**config.mk**
```make
export PLATFORM = sky130hd
export DESIGN_NAME = adder_pipe
export DESIGN_NICKNAME = d
export VERILOG_FILES = /design/src/rtl/adder_pipe.sv
export SDC_FILE = /design/constraint.sdc
export NUM_CORES = 1
export LEC_CHECK = 0
export ABC_AREA = 1
export CAP_MARGIN = 0
export CORE_MARGIN = 5
export CORE_UTILIZATION = 55
export CTS_BUF_LIST = sky130_fd_sc_hd__clkbuf_8
export CTS_CLUSTER_SIZE = 12
export DETAILED_ROUTE_END_ITERATION = 12
export GPL_TIMING_DRIVEN = 0
export PLACE_DENSITY = 0.82
export SLEW_MARGIN = 20
export SYNTH_ARGS = -nofsm -noshare
export SYNTH_HDL_FRONTEND = slang
export SYNTH_SLANG_ARGS = --single-unit
export TNS_END_PERCENT = 1
```
**constraint.sdc**
```tcl
create_clock -name clk -period 3.1 [get_ports clk]
set_input_delay 0.465 -clock clk [delete_from_list [all_inputs] [get_ports clk]]
set_output_delay 0.465 -clock clk [all_outputs]
set_load 0.1 [all_outputs]
```
**src/rtl/adder_pipe.sv**
```systemverilog
// adder_pipe: pipelined add/sub/accumulate/load unit with a two-stage valid/ready output
//   clk        in   rising-edge clock
//   reset      in   asynchronous active-high reset
//   in_valid   in   operand beat valid
//   in_ready   out  beat accepted this cycle when in_valid is also high
//   a, b       in   [WIDTH-1:0] unsigned operands
//   mode       in   [1:0] 00 add, 01 sub, 10 accumulate, 11 load accumulator
//   out_valid  out  result beat valid
//   out_ready  in   consumer takes the result
//   y          out  [WIDTH+ACC_EXT-1:0] result
//   flag       out  carry (add), borrow (sub) or overflow (accumulate) of this result
//   acc_ovf    out  sticky accumulator overflow, cleared by reset or an accepted load
module adder_pipe #(
    parameter int WIDTH   = 4,
    parameter int ACC_EXT = 4,
    parameter bit SAT     = 1'b0
) (
    input  logic                     clk,
    input  logic                     reset,
    input  logic                     in_valid,
    output logic                     in_ready,
    input  logic [WIDTH-1:0]         a,
    input  logic [WIDTH-1:0]         b,
    input  logic [1:0]               mode,
    output logic                     out_valid,
    input  logic                     out_ready,
    output logic [WIDTH+ACC_EXT-1:0] y,
    output logic                     flag,
    output logic                     acc_ovf
);
    localparam int ACC_W = WIDTH + ACC_EXT;
    localparam logic [1:0] M_SUB  = 2'b01;
    localparam logic [1:0] M_ACC  = 2'b10;
    localparam logic [1:0] M_LOAD = 2'b11;

    logic             s1_valid_q, s2_valid_q;
    logic [ACC_W-1:0] s1_y_q, s1_y_d, y_q, acc_q, acc_d;
    logic             s1_flag_q, s1_flag_d, flag_q, acc_ovf_q, acc_ovf_d;
    logic             s1_adv, s2_adv, accept;
    logic [WIDTH:0]   sum, diff;
    logic [ACC_W:0]   acc_next;

    assign s2_adv   = !s2_valid_q || out_ready;
    assign s1_adv   = !s1_valid_q || s2_adv;
    assign in_ready = s1_adv;
    assign accept   = in_valid && s1_adv;

    assign sum      = {1'b0, a} + {1'b0, b};
    // WIDTH+1-bit two's complement difference; its top bit is the borrow
    assign diff     = {1'b0, a} - {1'b0, b};
    assign acc_next = {1'b0, acc_q} + (ACC_W+1)'(a) + (ACC_W+1)'(b);

    always_comb begin
        s1_y_d    = ACC_W'(sum);
        s1_flag_d = sum[WIDTH];
        acc_d     = acc_q;
        acc_ovf_d = acc_ovf_q;
        case (mode)
            M_SUB: begin
                s1_y_d    = ACC_W'($signed(diff));
                s1_flag_d = diff[WIDTH];
            end
            M_ACC: begin
                acc_d     = (acc_next[ACC_W] && SAT) ? '1 : acc_next[ACC_W-1:0];
                acc_ovf_d = acc_ovf_q || acc_next[ACC_W];
                s1_y_d    = acc_d;
                s1_flag_d = acc_next[ACC_W];
            end
            M_LOAD: begin
                acc_d     = ACC_W'(sum);
                acc_ovf_d = 1'b0;
                s1_y_d    = acc_d;
                s1_flag_d = 1'b0;
            end
            default: ;
        endcase
    end

    // acc moves on the accept edge so chained acc/load beats see each other without stalls
    always_ff @(posedge clk or posedge reset) begin
        if (reset) begin
            acc_q      <= '0;
            acc_ovf_q  <= 1'b0;
            s1_valid_q <= 1'b0;
            s1_y_q     <= '0;
            s1_flag_q  <= 1'b0;
            s2_valid_q <= 1'b0;
            y_q        <= '0;
            flag_q     <= 1'b0;
        end else begin
            if (accept) begin
                acc_q     <= acc_d;
                acc_ovf_q <= acc_ovf_d;
            end
            if (s1_adv) begin
                s1_valid_q <= in_valid;
                if (accept) begin
                    s1_y_q    <= s1_y_d;
                    s1_flag_q <= s1_flag_d;
                end
            end
            if (s2_adv) begin
                s2_valid_q <= s1_valid_q;
                if (s1_valid_q) begin
                    y_q    <= s1_y_q;
                    flag_q <= s1_flag_q;
                end
            end
        end
    end

    assign out_valid = s2_valid_q;
    assign y         = y_q;
    assign flag      = flag_q;
    assign acc_ovf   = acc_ovf_q;
endmodule

```
==> summary.md <==
| Metric | Value |
|---|---|
| Outcome | `finished clean` |
| Hold Path End | `s1_flag_q` |
| Portion of the clock cycle consumed by the worst path in the final layout | `around 93%` |
| Worst hold path depth | `2` |
| Logic depth of the worst register-to-register path | `12` |
| Clock latency reported for the late side of the worst-skew pair | `0.29 ns` |
| Worst setup path class | `in2reg` |
| Post-Synthesis Mean Instance Area | `roughly 8.6 sq um` |
| YS warnings | `0` |
| Worst Tran Pin Value | `between 0.9 and 1 ns` |
| Total leakage power | `approximately 1.2 nW` |
| Routed wire per std cell | `approximately 13 um` |
| Vias in the first global route | `around 1,700` |
| Die area | `0.00495 sq mm` |
| Power Dens Cells | `about 830 mW/mm^2` |
| Period minus WS final | `about 2.9 ns` |
| Initial antenna violation count | `0` |
| Post-synth EDFFs | `0` |
| Timing startpoint of the critical path | `a[1]` |
| Final Slew Violations | `0` |
| Achievable Freq | `~350 MHz` |
| Dominant combinational cell family by area after synthesis | `simple AND/OR/NAND/NOR gates` |
| Clock skew after layout | `roughly 0.0064 ns` |
| TritonCTS clock tree | `done` |
| Tot GR Track Use | `roughly 17%` |
| Portion of total power attributed to combinational logic | `51.7%` |
| CTS Buf Count | `5` |
| DRT Wirelength | `approximately 4000 um` |
| CTS root buf | `clkbuf_8` |
| Final count of negative-setup-slack endpoints | `0` |
| Buffer depth of the longest clock path | `2` |
| Gpl congestion | `around 0.83` |
| Capture instance of the worst register-to-register path | `s1_y_q[5]` |
| Fraction of synthesized cell area in xor and xnor cells | `~1.7%` |
| Router iterations before antenna repair | `4` |
| Core area | `about 0.0036 sq mm` |
| Int Power | `between 1 and 1.5 mW` |
| Antenna violation net count after detailed routing | `0` |
| VDD IR-drop max | `342 uV` |
| Power consumption | `roughly 2.0 mW` |
| Synth async-reset ratio | `100%` |
| Final standard cell area without fillers | `approximately 0.0024 sq mm` |
| Count of mapped cells out of synthesis | `roughly 230` |
| Post-detailed-route DRC marker count | `0` |
| Maximum number of pins on one net before global-route repair | `30` |
| Placement row count | `22` |
| Syn nets | `~270` |
| Synth Register Bits | `29` |
| Layout-stage area growth over the synthesis result | `21.3%` |
| H-tree levels | `2` |
| Chip Width | `about 70 um` |
| Kind of start point of the critical path | `input port` |
| Detail Placement HPWL | `around 3100 um` |
| Iteration-0 DRC count of the detailed router | `153` |
| Compound-gate portion of the synthesized area | `between 8 and 9%` |
| Seq pwr share | `28.2%` |
| First-pass GRT wire length | `a little under 7000 um` |
| Final-stage net count | `around 300` |
| Most common flop cell mapped by yosys | `dfrtp_1` |
| Slack of the worst reg-to-reg path | `roughly 0.80 ns` |
| Endpoint required time on the critical path | `3.32 ns` |
| Ant. Diodes | `0` |
| Vias after detailed routing | `roughly 1,600` |
| Die Ht | `between 70 and 80 um` |
| Commonest non-fill, non-tap cell in the layout | `nand2_1` |
| Beginning of the worst register-to-register path | `acc_q[1]` |
| Worst path arrival time | `approximately 3.1 ns` |
| Hold violation total from the final report | `0` |
| Post-detailed-route via-to-cell ratio | `5.25` |
| Net Switching | `926 uW` |
| Simple-gate share of the synthesized area | `between 20% and 30%` |
| Class of the most critical hold timing path | `reg2reg` |
| Count of input and output buffers | `25` |
| Share of synthesized cell area in full adder, half adder and majority cells | `17.0%` |
| Commonest cells after routing, fill and taps aside | `68 x nand2_1, 29 x dfrtp_1, 26 x inv_1` |
| Buffers inserted by post-CTS timing repair | `0` |
| Post-CTS resize count | `0` |
| CP Max Fanout | `5` |
| Clock network fraction of design power | `about a fifth` |
| Layout cell share with drive strength beyond 1 | `a little over a tenth` |
| Effective utilization at floorplan | `a little under three fifths` |
| Total I/O pin count | `26` |
| Clock sinks | `29` |
| Multiplexer share of the synthesized area | `3.94%` |
| Slew HR | `about 34%` |
| Beginning of the worst hold path | `s1_flag_q` |
| Unique masters post-synth | `30` |
| Overall overflow remaining after global route | `0` |
| Setup repair after global routing missed its margin | `false` |
| Kind of end point of the critical path | `flip-flop` |
| Area of placed instances | `roughly 0.0023 sq mm` |
| Post-synthesis sequential area ratio | `a little over a third` |
| Post-Synthesis Cell Area | `~0.0020 sq mm` |
| Hold_buf cts | `0` |
| Clock slew at the register clock pins of the worst setup and hold paths | `around 0.060 ns` |
| Proportion of total power due to net switching | `46.1%` |
| Reported max-cap violation count | `0` |
## per-stage QoR
| stage | hold WS, ns | cells | worst slack [ns] | setup TNS, ns | utilization (%) |
|---|---|---|---|---|---|
| final | 0.473 | 313 | 0.227 | 0 | 67.3 |
| after detailed placement | 0.464 | 305 | -0.0708 | -0.128 | 64.1 |
| after global routing | 0.509 | 313 | 0.0726 | 0 | 67.3 |
| after CTS | 0.480 | 313 | 0.218 | 0 | 67.3 |
| after floorplan | 0.442 | 232 | 0.610 | 0 | - |
| after global placement | 0.460 | 305 | -0.0407 | -0.0529 | 64.1 |
## critical path: stages
cell and delay (ns):
clkdlybuf4s50_1 0.62, inv_1 0.10, fa_1 0.54, inv_1 0.04, ha_1 0.23, fa_1 0.41
nand3_1 0.10, nand2_1 0.11, xor2_1 0.22, nand2_1 0.08, nand2_1 0.06, nand2_1 0.05
nand2_1 0.06
## worst max path at each step
stage	cells past startpoint	to	slack [ns]
after floorplan	6	acc_q[5]	0.61
after global placement	13	s1_y_q[5]	-0.04
final	13	s1_y_q[5]	0.23
after CTS	13	s1_y_q[5]	0.22
after global routing	13	s1_y_q[5]	0.07
after detailed placement	13	s1_y_q[5]	-0.07
## layout make-up
type	instances	area (sq um)
clock inverters	2	33.8
plain buffers	6	56.3
clock buffers	6	82.6
repair buffers	25	250
well taps	48	60.1
multi-input cells	167	1100
flip-flops and latches	29	726
fillers	302	1180
inverters	30	115
## cells by family after synthesis
kind of cell,after synthesis
AOI/OAI and AO/OA,29
DFF,29
buffers and inverters,36
muxes,7
xor gates and xnor gates,4
adders and majority gates,23
and+or+nand+nor,104
## flip-flops by register name (all words and copies together) (netlist names)
| name | flops |
|---|---|
| flag | 1 |
| s1_valid_q | 1 |
| s1_y_q | 8 |
| y | 8 |
| acc_q | 8 |
| s1_flag_q | 1 |
| out_valid | 1 |
| acc_ovf | 1 |
## synthesized netlist by cell type (2+ instances only)
master / number / area, sq um
buf_6: 3 / 33.8
fa_1: 7 / 140
a21oi_1: 12 / 60.1
ha_1: 16 / 200
mux2_2: 2 / 22.5
xor2_1: 3 / 26.3
buf_4: 3 / 22.5
o21ai_0: 4 / 20.0
nor2_8: 2 / 40.0
nand3_1: 17 / 85.1
dfrtp_1: 29 / 726
mux2_1: 5 / 56.3
nand3_2: 2 / 20.0
o21ai_1: 5 / 25.0
nand2_1: 68 / 255
inv_1: 26 / 97.6
o211ai_1: 5 / 37.5
inv_2: 3 / 11.3
nor2_1: 9 / 33.8
## layer usage
layer,global-route usage (%),share of wire [%]
met1,20.2,43
met2,29.7,48
met3,5.18,6.8
met4,7.23,1.8
met5,0,0
## power groups by stage
stage	combinational [mW]	sequential [mW]	clock [mW]
2_1_floorplan	0.485	0.882	0
3_3_place_gp	1.02	0.570	0
3_5_place_dp	1.03	0.573	0
4_1_cts	1.04	0.568	0.407
5_1_grt	1.12	0.583	0.425
6_report	1.04	0.566	0.404
Note: power is estimated with default switching activity, not from simulation.
